`src/rtl/ft245_tx_batcher.sv`:
```
`default_nettype none
// ============================================================================
// Module   : ft245_tx_batcher
// Purpose  : Byte FIFO with a batching controller in front of the FT245
//            bridge. Bytes are held back until a fill threshold, a timeout
//            or a flush, then released as one burst of USB writes.
// Options  : define FT245_TX_BATCHER_STATS_EN to build the tx_count counter.
// Revision : 1.0 - initial release
// ============================================================================
module ft245_tx_batcher #(
   parameter int DEPTH_LOG2 = 6,
   parameter int THRESH     = 16,
   parameter int TIMEOUT    = 1000
) (
   input  logic                  clk,
   input  logic                  _reset,
   input  logic                  wr_en,
   input  logic [7:0]            wr_data,
   input  logic                  flush,
   input  logic                  _txe,
   input  logic                  _wr,
   output logic                  data_av,
   output logic [7:0]            data_in,
   output logic                  full,
   output logic                  empty,
   output logic [DEPTH_LOG2:0]   level,
   output logic                  overflow,
   input  logic                  clr_ovf,
   output logic [15:0]           tx_count
);

   localparam int c_DEPTH = 1 << DEPTH_LOG2;
   // The timer needs to count up to TIMEOUT; keep at least one bit so a
   // TIMEOUT of 0 still elaborates cleanly.
   localparam int c_TMR_W = (TIMEOUT < 1) ? 1 : $clog2(TIMEOUT + 1);
   localparam logic [c_TMR_W-1:0]    c_TMR_LAST = (TIMEOUT < 1) ? '0 : c_TMR_W'(TIMEOUT - 1);
   localparam logic [c_TMR_W-1:0]    c_TMR_MAX  = c_TMR_W'(TIMEOUT);
   localparam logic [DEPTH_LOG2:0]   c_THRESH   = (DEPTH_LOG2 + 1)'(THRESH);
   localparam logic [DEPTH_LOG2:0]   c_FULL     = (DEPTH_LOG2 + 1)'(c_DEPTH);
   localparam logic [DEPTH_LOG2:0]   c_ONE      = (DEPTH_LOG2 + 1)'(1);
   // When either parameter degenerates, a single byte is already worth sending.
   localparam logic                  c_FAST     = (TIMEOUT == 0) || (THRESH == 1);

   localparam logic [1:0] c_IDLE  = 2'd0;
   localparam logic [1:0] c_ACCUM = 2'd1;
   localparam logic [1:0] c_SEND  = 2'd2;

   logic [7:0]            r_mem [c_DEPTH];
   logic [DEPTH_LOG2-1:0] r_wr_ptr;
   logic [DEPTH_LOG2-1:0] r_rd_ptr;
   logic [DEPTH_LOG2:0]   r_level;
   logic                  r_full;
   logic                  r_empty;
   logic                  r_overflow;
   logic [1:0]            r_state;
   logic [1:0]            w_state_nxt;
   logic [c_TMR_W-1:0]    r_timer;
   logic                  w_push;
   logic                  w_pop;
   logic [DEPTH_LOG2:0]   w_level_nxt;

   // A push is accepted only if the FIFO was not full before the edge, even
   // when a pop frees a slot on that same edge.
   assign w_push = wr_en && !r_full;
   assign w_pop  = !_wr && !_txe && data_av && !r_empty;

   assign data_av  = (r_state == c_SEND);
   assign data_in  = r_empty ? 8'h00 : r_mem[r_rd_ptr];
   assign full     = r_full;
   assign empty    = r_empty;
   assign level    = r_level;
   assign overflow = r_overflow;

   // Occupancy after the coming edge, shared by the flags and the FSM.
   always_comb begin
      w_level_nxt = r_level;
      case ({w_push, w_pop})
         2'b10:   w_level_nxt = r_level + c_ONE;
         2'b01:   w_level_nxt = r_level - c_ONE;
         default: w_level_nxt = r_level;
      endcase
   end

   // Storage array; contents are deliberately left unreset.
   always_ff @(posedge clk) begin
      if (w_push) begin
         r_mem[r_wr_ptr] <= wr_data;
      end
   end

   // Pointers, occupancy and status flags.
   always_ff @(posedge clk or negedge _reset) begin
      if (!_reset) begin
         r_wr_ptr <= '0;
         r_rd_ptr <= '0;
         r_level  <= '0;
         r_full   <= 1'b0;
         r_empty  <= 1'b1;
      end else begin
         if (w_push) begin
            r_wr_ptr <= r_wr_ptr + 1'b1;
         end
         if (w_pop) begin
            r_rd_ptr <= r_rd_ptr + 1'b1;
         end
         r_level <= w_level_nxt;
         r_full  <= (w_level_nxt == c_FULL);
         r_empty <= (w_level_nxt == '0);
      end
   end

   // Sticky drop indicator; a drop in the same cycle as a clear wins.
   always_ff @(posedge clk or negedge _reset) begin
      if (!_reset) begin
         r_overflow <= 1'b0;
      end else if (wr_en && r_full) begin
         r_overflow <= 1'b1;
      end else if (clr_ovf) begin
         r_overflow <= 1'b0;
      end
   end

   // Batching decision: accumulate until threshold, timeout or flush, then
   // hold data_av until the FIFO drains.
   always_comb begin
      w_state_nxt = r_state;
      case (r_state)
         c_IDLE: begin
            if (w_push) begin
               w_state_nxt = c_FAST ? c_SEND : c_ACCUM;
            end
         end
         c_ACCUM: begin
            if ((w_level_nxt >= c_THRESH) || (r_timer == c_TMR_LAST) || flush) begin
               w_state_nxt = c_SEND;
            end
         end
         c_SEND: begin
            if (w_level_nxt == '0) begin
               w_state_nxt = c_IDLE;
            end
         end
         default: w_state_nxt = c_IDLE;
      endcase
   end

   // State register; async reset drops data_av immediately.
   always_ff @(posedge clk or negedge _reset) begin
      if (!_reset) begin
         r_state <= c_IDLE;
      end else begin
         r_state <= w_state_nxt;
      end
   end

   // Accumulation timer: held at zero outside ACCUM, saturating inside it.
   always_ff @(posedge clk or negedge _reset) begin
      if (!_reset) begin
         r_timer <= '0;
      end else if (r_state != c_ACCUM) begin
         r_timer <= '0;
      end else if (r_timer != c_TMR_MAX) begin
         r_timer <= r_timer + c_TMR_W'(1);
      end
   end

`ifdef FT245_TX_BATCHER_STATS_EN
   logic [15:0] r_tx_count;

   // Running count of bytes handed to the bridge; wraps naturally.
   always_ff @(posedge clk or negedge _reset) begin
      if (!_reset) begin
         r_tx_count <= 16'h0000;
      end else if (w_pop) begin
         r_tx_count <= r_tx_count + 16'd1;
      end
   end

   assign tx_count = r_tx_count;
`else
   assign tx_count = 16'h0000;
`endif

endmodule
`default_nettype wire

```
`config.mk`:
```
export PLATFORM = sky130hd
export DESIGN_NAME = ft245_tx_batcher
export DESIGN_NICKNAME = d
export VERILOG_FILES = /design/src/rtl/ft245_tx_batcher.sv
export SDC_FILE = /design/constraint.sdc
export NUM_CORES = 1
export LEC_CHECK = 0
export BUFFER_PORTS_ARGS = -buffer_cell sky130_fd_sc_hd__clkbuf_2
export CAP_MARGIN = 10
export CORE_UTILIZATION = 50
export CTS_CLUSTER_DIAMETER = 200
export CTS_CLUSTER_SIZE = 8
export DETAILED_ROUTE_END_ITERATION = 10
export HOLD_SLACK_MARGIN = 0.1
export PLACE_DENSITY = 0.77
export SYNTH_ARGS = -nofsm -noshare
export SYNTH_HDL_FRONTEND = slang
export SYNTH_SLANG_ARGS = --single-unit
```
`constraint.sdc`:
```
create_clock -name clk -period 9.28 [get_ports clk]
set_input_delay 0.464 -clock clk [delete_from_list [all_inputs] [get_ports clk]]
set_output_delay 0.464 -clock clk [all_outputs]
set_load 0.01 [all_outputs]
```
* Word-level counts from Yosys, hierarchy flattened *
Memories as Yosys holds them, arrays and structs flattened.
Index checks and enable logic that the tools add are counted.

cells by class
  add/subtract/negate cells = 5
  $lt $le $gt $ge = 1
  eq/ne operators = 11
  multiplexer cells = 12
  reduce and logical (&&, ||, !) cells = 16

operator list
  kind                     count
  $mux W10                 2
  $pmux W7 S2              1
  $add A6 B1 Y6 const B    2
  $add A10 B1 Y10 const B  1
  $eq A10 B10 Y1 const B   1
  $ne A10 B10 Y1 const B   1
  $mux W8                  1
  $add A7 B1 Y7 const B    1
  $eq A7 B7 Y1 const B     1
  $ge A7 B5 Y1 const B     1
  $logic_not A7 Y1         1
  $sub A7 B1 Y7 const B    1
  $mux W2                  3
  $pmux W2 S3              1
  $logic_and A1 B1 Y1      5
  $eq A2 B1 Y1 const B     2
  $eq A2 B2 Y1 const B     2
  $logic_not A1 Y1         4
  $mux W1                  4
  $ne A2 B1 Y1 const B     2
  $ne A2 B2 Y1 const B     2
  $reduce_bool A2 Y1       2
  $reduce_and A3 Y1        1
  $logic_not A2 Y1         1
  $logic_or A1 B1 Y1       2

storage, ports and cells
  flip-flop bits (word level) = 34
  memory bits (writable) = 512
  input bits = 15
  output and inout bits = 35
  logic and storage cells = 54
  memories kept = 1

memory list
  name   depth  bits a word  rd ports  clocked after Yosys merged registers in  write ports  line  RTL
  r_mem  64     8            1         0                                        1            48    logic [7:0] r_mem [c_DEPTH];

* Depth between registers and ports, before layout *
Gate-level depths: netlist of run 1.

  depth in word-level cells = 11
  gate-level depth with buffers = 13
  depth with buffers taken out = 12

* Least setup slack after synthesis of run 1 *
OpenSTA, ideal clock, no wires.

  path kind = reg-to-reg
  from = register r_empty, in the netlist empty
  to = register r_state[1]
  setup time = 0.083 ns
  data arrival time = 2.986 ns
  required time = 9.197 ns
  setup slack = 6.212 ns
  stages on the path, launching flop included = 12
  buffers on the path = 1
  clock period less this slack = 3.068 ns
  path through = dfstp_2 > buf_6 > or3_4 > nor2_1 > ha_1 > or3b_2 > nor4_1 > nor3_1 > a211oi_2 > nor2_1 > and4bb_4 > o22ai_1

between the ends
  word-level cells in the longest chain between the ends = 9
  elaborated cells between the ends (all ways) = 12
  those cells by class = order compare (1); eq/ne (4); mux (1); reduce/logical (6)

ends and longest elaborated chain
  what                                                 line  RTL
  start, declared                                      53    logic r_empty;
  start signal, assigned                               108   r_empty <= (w_level_nxt == '0);
  $logic_not A1 Y1 *                                   65    assign w_pop = !_wr && !_txe && data_av && !r_empty;
  $logic_and A1 B1 Y1 *                                65
  $eq A2 B1 Y1 / $eq A2 B2 Y1 (equally long branches)  77    case ({w_push, w_pop})
  $pmux W7 S2 *                                        77
  net w_level_nxt[5]                                   60    logic [DEPTH_LOG2:0] w_level_nxt;
  $ge A7 B5 Y1                                         134   if ((w_level_nxt >= c_THRESH) || (r_timer == c_TMR_LAST) || flush) begin
  $logic_or A1 B1 Y1 (2 in a row)                      134
  $ne A2 B2 Y1 (no line)                               -
  $reduce_and A3 Y1 (no line) *                        -
  end signal, assigned                                 150   r_state <= c_IDLE;
  end signal, assigned                                 152   r_state <= w_state_nxt;
  end, declared                                        55    logic [1:0] r_state;

Mark *: on every way through the listed nets, which the timed path passes. The rest lies on a longest branch.
A chain may end at the register's enable or synchronous reset.

* Worst setup path after layout of run 1 *
  from = register r_rd_ptr[1]
  to = output port data_in[1]

between the ends
  word-level cells in the longest chain between the ends = 2

ends and longest elaborated chain
  what                    line  RTL
  start, declared         50    logic [DEPTH_LOG2-1:0] r_rd_ptr;
  start signal, assigned  104   r_rd_ptr <= r_rd_ptr + 1'b1;
  $mem_v2 Z64 W8          -
  $mux W8                 68    assign data_in = r_empty ? 8'h00 : r_mem[r_rd_ptr];
  end, declared           23    output logic [7:0] data_in,

Every way passes these cells.

==> key figures, run 1 <==
Run status
  – Status: finished clean

Global route
  – Global-route wire length before repair: between 70000 and 80000 um
  – Largest net degree at the start of global routing: between 100 and 150
  – Initial antenna violation count: 0
  – Gr ovfl total: 0
  – Vias in the first global route: ~11000
  – Global router's overall resource usage: 0.2234

Cells and area
  – Share of layout cells above drive strength 1: 0.2721
  – Synthesis-to-layout area growth: 13.10%
  – Fillers: between 3000 and 4000
  – Antenna cells: 0
  – Seq. cell area: between 15000 and 20000 um^2
  – Area occupied by multi-input gates: ~5200 um^2
  – Fin util: 0.5732
  – Nets: around 1100
  – Fin cells: between 1500 and 2000

STA
  – Hold slack: about 0.3 ns
  – Worst-margin pin slew: around 1.2 ns
  – Worst slew margin: 0.2121
  – Final worst slack: 4.434 ns
  – RSZ-0062 raised after global routing: false
  – Final Hold Viols: 0
  – Fin. max-slew vios: 0
  – Fmax: 206.3 MHz
  – Setup TNS: 0 ns
  – Fin crit share: 0.5222
  – Fin crit period: roughly 4.8 ns
  – Clock skew: roughly 0.019 ns
  – Setup violators final: 0

Floorplanning
  – Core Rows: 76
  – I/O pin count: 50
  – Starting Density: 0.5068
  – Placeable core area: roughly 43000 um^2
  – Die area: 44500 um^2
  – Die Span X: 211.0 um
  – Die height: roughly 210 um

Synthesis
  – YS warnings: 0
  – Asr flop ratio synth: 0.06227
  – Cell Area, Synth: about 22000 um^2
  – Main synth FF type: edfxtp_1
  – Largest area contributor in the netlist: edfxtp_1
  – Area contributors post-synth: edfxtp_1 (70%), mux4_2 (17%), dfrtp_1 (3.8%)
  – Synth unique cells: 57
  – Mapped Cells: 1045
  – Sequential-to-total area share from yosys stat: 0.7433
  – Syn Area/Cell: 20.89 um^2
  – Synth top area share: 0.7043
  – Post-synth EDFFs: 512
  – #FFs+latches synth: 546

Placement
  – Final GP Congestion: between 0.8 and 0.9
  – Post-Place Worst Slack: about 5.0 ns
  – Placed cells: 1617
  – HPWL Detailed: 26690 um
  – Port bufs: 33

Worst hold path
  – Hold Crit Start: flush
  – Worst hold stages: 4
  – Hold Path End: r_state[1]
  – Worst hold-check path type: input port to flip-flop

Setup path
  – R2r setup slk: between 5 and 6 ns
  – Critical-path cell list: buf_4, mux4_2, mux4_2, nor2b_1, a211oi_1, a211oi_1, clkbuf_2
  – R2R Path Start: empty
  – Worst endpoint data arrival time: 4.38 ns
  – FF-to-FF End: r_state[1]
  – Critical path's slowest cell: dfrtp_4
  – CP Max Fanout: between 70 and 80
  – Crit path kind: flip-flop to output pin
  – Slowest stage delay, CP: 1.00 ns
  – CP Launch Type: flip-flop
  – Critical Path RT: 8.82 ns
  – FF-to-FF path depth: 10
  – Endpoint class of the critical path: output pin

Routing
  – Total number of vias: about 11000
  – DR DRC count: 0
  – DRT iter0 DRCs: 1143
  – Antenna viol nets, final: 0
  – Drt via density: about 6.2
  – Routed len/inst: approximately 28 um
  – First-pass DRT Iterations: 5
  – Total routed wirelength: ~48000 um

Clock network
  – Clk buf depth: 3
  – CTS root buf: clkbuf_16
  – Postcts setup bufs: 0
  – Clock latency on the worst-skew pair: approximately 0.6 ns
  – TritonCTS buffer count: approximately 80
  – Clock sink total: 546
  – H-tree depth: 3
  – PostCTS Resize Cnt: 0
  – Reg clk slew, reported paths: 0.05 ns
  – Post-CTS Hold Fix Bufs: 3
  – TritonCTS clock tree: done

Pwr
  – Max VDD drop: approximately 0.00028 V
  – P_int: between 0.005 and 0.006 W
  – Clock group share of total power: 0.347
  – Leak Pwr: ~8 nW
  – Part of the power in registers: 0.411
  – Switching Share: 0.2871
  – Combinational power share: 0.241
  – Power Density: roughly 300 nW/um^2
  – P_sw: about 0.0021 W

Flow run
  – Max cap viols: 0
==> through the flow <==
stage,power [W],cell area [um^2]
after CTS,0.007370,24690
after detailed placement,0.004817,22490
after global placement,0.004784,22490
after floorplan,0.004274,21890
after global routing,0.007563,24690
final,0.007323,24690
==> critical path: cells and delay by family (launching register included) <==
family	cells	cell delay, ns
multiplexers	2	0.92
AO/OA/AOI/OAI	2	0.46
flip-flops	1	1.00
buffers and inverters	2	1.11
AND/OR/NAND/NOR	1	0.15
==> cell type report <==
| cell class | instances | share of cell area |
|---|---|---|
| clock buffer | 102 | 0.08357 |
| tap | 585 | 0.02965 |
| timing repair buffer | 50 | 0.01267 |
| multi-input combinational | 433 | 0.2114 |
| inverter | 6 | 0.0009122 |
| clock inverter | 6 | 0.004206 |
| sequential | 546 | 0.6576 |
==> worst max path at each step <==
stage / startpoint / end / cells past startpoint
CTS: r_rd_ptr[1] / data_in[7] / 7
detailed placement: r_rd_ptr[1] / data_in[1] / 7
floorplan: empty / r_state[1] / 11
finish: r_rd_ptr[1] / data_in[1] / 7
global placement: r_rd_ptr[1] / data_in[0] / 7
global route: r_rd_ptr[1] / data_in[1] / 7
==> Yosys cell counts (7+ instances only) <==
cell type	number
nand3_1	10
dfrtp_1	33
mux2i_1	10
buf_4	19
nand2_1	21
nor2_1	86
buf_1	7
edfxtp_1	512
buf_2	15
xnor2_1	14
mux4_2	160
a211oi_1	16
xor2_1	7
nor2b_1	11
clkbuf_1	27
==> power by group through the flow <==
stage	Sequential (W)	Clock [W]	Combinational [W]
after floorplan	0.00291	0	0.00137
final	0.00301	0.00254	0.00177
after detailed placement	0.00305	0	0.00176
after global placement	0.00304	0	0.00174
after CTS	0.00301	0.00257	0.00179
after global routing	0.00302	0.00267	0.00187
==> cell usage in the layout, fill, tap and decap left out, drive strengths merged, types with 7 or more instances in the layout <==
cell type  count
xor2           7
xnor2         14
nor2          86
nor2b         11
mux2i         10
nand2         21
dfrtp         33
nand3         10
o21ai          8
buf           14
mux4         160
a211oi        17
inv            9
clkbuf       135
conb          16
edfxtp       512
==> sequential cells by signal, indices dropped and copies added (netlist names) <==
name / count
r_timer: 10
level: 7
r_mem: 512
r_rd_ptr: 6
full: 1
empty: 1
r_wr_ptr: 6
overflow: 1
r_state: 2
==> kinds of logic after synthesis <==
kind of cell / Yosys count / synth area share
buffers and inverters: 81 / 0.02018
multiplexers: 172 / 0.1707
AO/OA/AOI/OAI: 46 / 0.01507
other: 1 / 0.0001718
XOR/XNOR: 21 / 0.008426
adder cells (fa/ha/maj): 6 / 0.003439
AND/OR/NAND/NOR: 172 / 0.03869
flip-flops: 546 / 0.7433
==> routing by layer <==
layer | routed length, um | up-vias | track usage
met5 | 0 | - | 0
met2 | 23800 | 594 | 0.3613
met3 | 3889 | 93 | 0.04966
met1 | 18820 | 5591 | 0.3019
met4 | 1298 | 0 | 0.07896
li1 | - | 4390 | -
Note: power is estimated with default switching activity, not from simulation.
==> run 2: changes to the inputs <==
--- a/config.mk
+++ b/config.mk
@@ -12,7 +12,7 @@
 export CTS_CLUSTER_SIZE = 8
 export DETAILED_ROUTE_END_ITERATION = 10
 export HOLD_SLACK_MARGIN = 0.1
-export PLACE_DENSITY = 0.77
+export PLACE_DENSITY = 0.8
 export SYNTH_ARGS = -nofsm -noshare
 export SYNTH_HDL_FRONTEND = slang
 export SYNTH_SLANG_ARGS = --single-unit
==> constraint.sdc (replaced) <==
create_clock -name clk -period 4.4 [get_ports clk]
set_input_delay 0.22 -clock clk [delete_from_list [all_inputs] [get_ports clk]]
set_output_delay 0.22 -clock clk [all_outputs]
set_load 0.01 [all_outputs]
==> run 2 against run 1 <==
Net effect: register-to-register slack got worse by 4.6 ns; setup slack lost 3.9 ns; combinational power grew 110%; sequential power up 110%; count of clock-buffer cells in the layout grew 7; routed wire length is 1.5% higher; largest power group unchanged.
==> key figures, run 2 (synthesized netlist as in run 1, its figures left out) <==
STA
  – Hold slack: 0.1436 ns (was 0.2984 ns)
  – Clock skew: 0.03800 ns (was 0.01911 ns)
  – Fmax: 256.6 MHz
  – Final Hold Viols: 0 (unchanged)
  – Setup violators final: 0 (unchanged)
  – RSZ-0062 raised after global routing: false (unchanged)
  – Worst slew margin: 0.1528 (was 0.2121)
  – Fin. max-slew vios: 0 (unchanged)
  – Worst-margin pin slew: 1.271 ns (was 1.178 ns)
  – Fin crit share: 0.8857
  – Setup TNS: 0 ns (unchanged)
  – Fin crit period: 3.897 ns

Global route
  – Global router's overall resource usage: 0.2234 (about the same)
  – Largest net degree at the start of global routing: 65 (was 113)
  – GR Util met1: 0.2846 (was 0.3019)
  – Global-route wire length before repair: 70490 um (was 71270 um)
  – GRT met3 Usage: 0.06661 (was 0.04966)
  – Vias in the first global route: 11040 (was 10832)
  – Gr ovfl total: 0 (unchanged)
  – GRT busiest layer: met2 (unchanged)
  – Initial antenna violation count: 2 (was 0)
  – GR Layer Usage met2: 0.3627 (was 0.3613)

Setup path
  – Endpoint class of the critical path: output pin (unchanged)
  – Critical path's slowest cell: dfrtp_4 (unchanged)
  – CP Max Fanout: 28 (was 73)
  – Critical Path RT: 4.18 ns (was 8.82 ns)
  – Worst endpoint data arrival time: 3.68 ns (was 4.38 ns)
  – CP Launch Type: flip-flop (unchanged)
  – Crit path kind: flip-flop to output pin (unchanged)
  – Critical-path cell list: buf_4, mux4_2, mux4_2, mux2i_1, a211oi_1, clkbuf_2 (was buf_4, mux4_2, mux4_2, nor2b_1, a211oi_1, a211oi_1, clkbuf_2)
  – Worst Path Buf+Inv: 2 (unchanged)
  – Slowest stage delay, CP: 0.78 ns (was 1.00 ns)
  – Crit-path leading delay family: multiplexers (was buffers and inverters)
  – Most used cell along the critical path: mux4_2

Routing
  – Drt via density: 6.166 (was 6.174)
  – DR DRC count: 0 (unchanged)
  – Antenna viol nets, final: 0 (unchanged)
  – Total number of vias: 10747 (was 10668)
  – Total routed wirelength: 48530 um (was 47810 um)
  – First-pass DRT Iterations: 7 (was 5)
  – Routed len/inst: 27.84 um (was 27.66 um)
  – DRT iter0 DRCs: 1343 (was 1143)

Floorplanning
  – Die area: 44500 um^2 (unchanged)
  – Die Span X: 211.0 um (unchanged)
  – Starting Density: 0.5068 (unchanged)
  – Core Rows: 76 (unchanged)
  – Placeable core area: 43080 um^2 (unchanged)
  – I/O pin count: 50 (unchanged)
  – Die height: 211.0 um (unchanged)

Cells and area
  – Share of layout cells above drive strength 1: 0.2746 (was 0.2721)
  – Seq. cell area: 16240 um^2 (unchanged)
  – Reg with most FFs: r_mem (unchanged)
  – Nets: 1143 (was 1136)
  – Most common cell after layout, fill and taps aside: edfxtp_1 (unchanged)
  – Synthesis-to-layout area growth: 13.82% (was 13.10%)
  – Commonest non-fill, non-tap cells in the layout: edfxtp_1 (512), mux4_2 (160), nor2_1 (86), clkbuf_16 (79), clkbuf_2 (33) (unchanged)
  – Fillers: 2951 (was 3012)
  – Final Instance Area: 24850 um^2 (was 24690 um^2)
  – Area occupied by multi-input gates: 5219 um^2 (unchanged)
  – Max FFs per register: 512 (unchanged)
  – Antenna cells: 0 (unchanged)

Placement
  – HPWL Detailed: 26510 um (was 26690 um)
  – DP Area: 22540 um^2 (was 22490 um^2)
  – Final GP Congestion: 0.8237 (was 0.8330)
  – Port bufs: 33 (unchanged)

Clock network
  – Clock sink total: 546 (unchanged)
  – H-tree depth: 3 (unchanged)
  – Postcts setup bufs: 0 (unchanged)
  – TritonCTS buffer count: 78 (unchanged)
  – Clock latency on the worst-skew pair: 0.60 ns (about the same)
  – CTS root buf: clkbuf_16 (unchanged)
  – Reg clk slew, reported paths: 0.05 ns (about the same)
  – TritonCTS clock tree: done (unchanged)
  – Clk buf depth: 3 (unchanged)

Run status
  – Status: finished clean (unchanged)

Pwr
  – Power Density: 629.2 nW/um^2 (was 296.6 nW/um^2)
  – Leak Pwr: 7.898 nW (was 7.831 nW)
  – Max VDD drop: 0.0005751 V (was 0.0002840 V)

Worst hold path
  – Worst hold-check path type: input port to flip-flop (unchanged)

Flow run
  – Max cap viols: 0 (unchanged)
[run 2: cell count changes in the layout (fill, tap and decap cells not counted)]
cell	previous run	this run
buf_12	1	2
buf_16	0	1
buf_4	13	17
clkbuf_1	23	30
clkinv_16	1	3
clkinv_8	1	3
dlygate4sd3_1	3	4
inv_16	2	0
inv_6	1	0
[run 2: path summary, 6_finish.rpt]
check / slack [ns] / endpoint / cells past startpoint / startpoint
max in group asynchronous: 3.43 / r_rd_ptr[0] / 2 / _reset
worst max-delay path: 0.50 / data_in[4] / 6 / r_rd_ptr[0]
min in group asynchronous: 0.29 / r_timer[4] / 2 / _reset
worst min-delay path: 0.14 / level[3] / 5 / _txe
worst min register to register: 0.50 / r_wr_ptr[2] / 1 / r_wr_ptr[2]
worst max register to register: 0.90 / r_state[1] / 10 / empty
[run 2: area by class of cell]
class,count,area share
timing repair buffer,57,0.01611
clock buffer,109,0.08409
inverter,6,0.0009064
clock inverter,7,0.005942
tap,585,0.02946
multi-input combinational,433,0.2100
sequential,546,0.6535
[run 2: routing by layer]
| layer | vias to the layer above | wire (um) |
|---|---|---|
| li1 | 4401 | - |
| met1 | 5599 | 17910 |
| met2 | 607 | 24170 |
| met3 | 136 | 4588 |
| met4 | 4 | 1836 |
| met5 | - | 22 |
[run 2: power breakdown]
| group | internal, W | switching [W] |
|---|---|---|
| logic | 0.00185 | 0.00195 |
| clock network | 0.00329 | 0.00215 |
| registers | 0.00595 | 0.000447 |
| total | 0.0111 | 0.00454 |
[run 2: worst reg2reg max path: stages, from the launching register on]
cell      delay [ns]
dfstp_2         0.46
or3_4           0.45
nor2_1          0.36
ha_1            0.47
or3b_2          0.53
nor4_1          0.28
nor3_1          0.10
a211oi_2        0.33
nor2_1          0.09
and4bb_4        0.21
o22ai_1         0.13
[run 2: metrics by stage]
step,util,total power (W),setup WS [ns],std cells
after global placement,0.5233,0.01010,1.015,1622
final,0.5768,0.01563,0.5027,1743
after global routing,0.5768,0.01614,0.2570,1743
after floorplan,-,0.009014,1.332,1060
after CTS,0.5762,0.01568,0.4488,1742
after detailed placement,0.5233,0.01018,0.9369,1622
[run 2: timing repair]
| action | 4_1_cts | 5_1_grt |
|---|---|---|
| hold buffers | 4 | 0 |
| gates resized for setup | 0 | 0 |
| endpoints found under the hold margin | 36 | 0 |
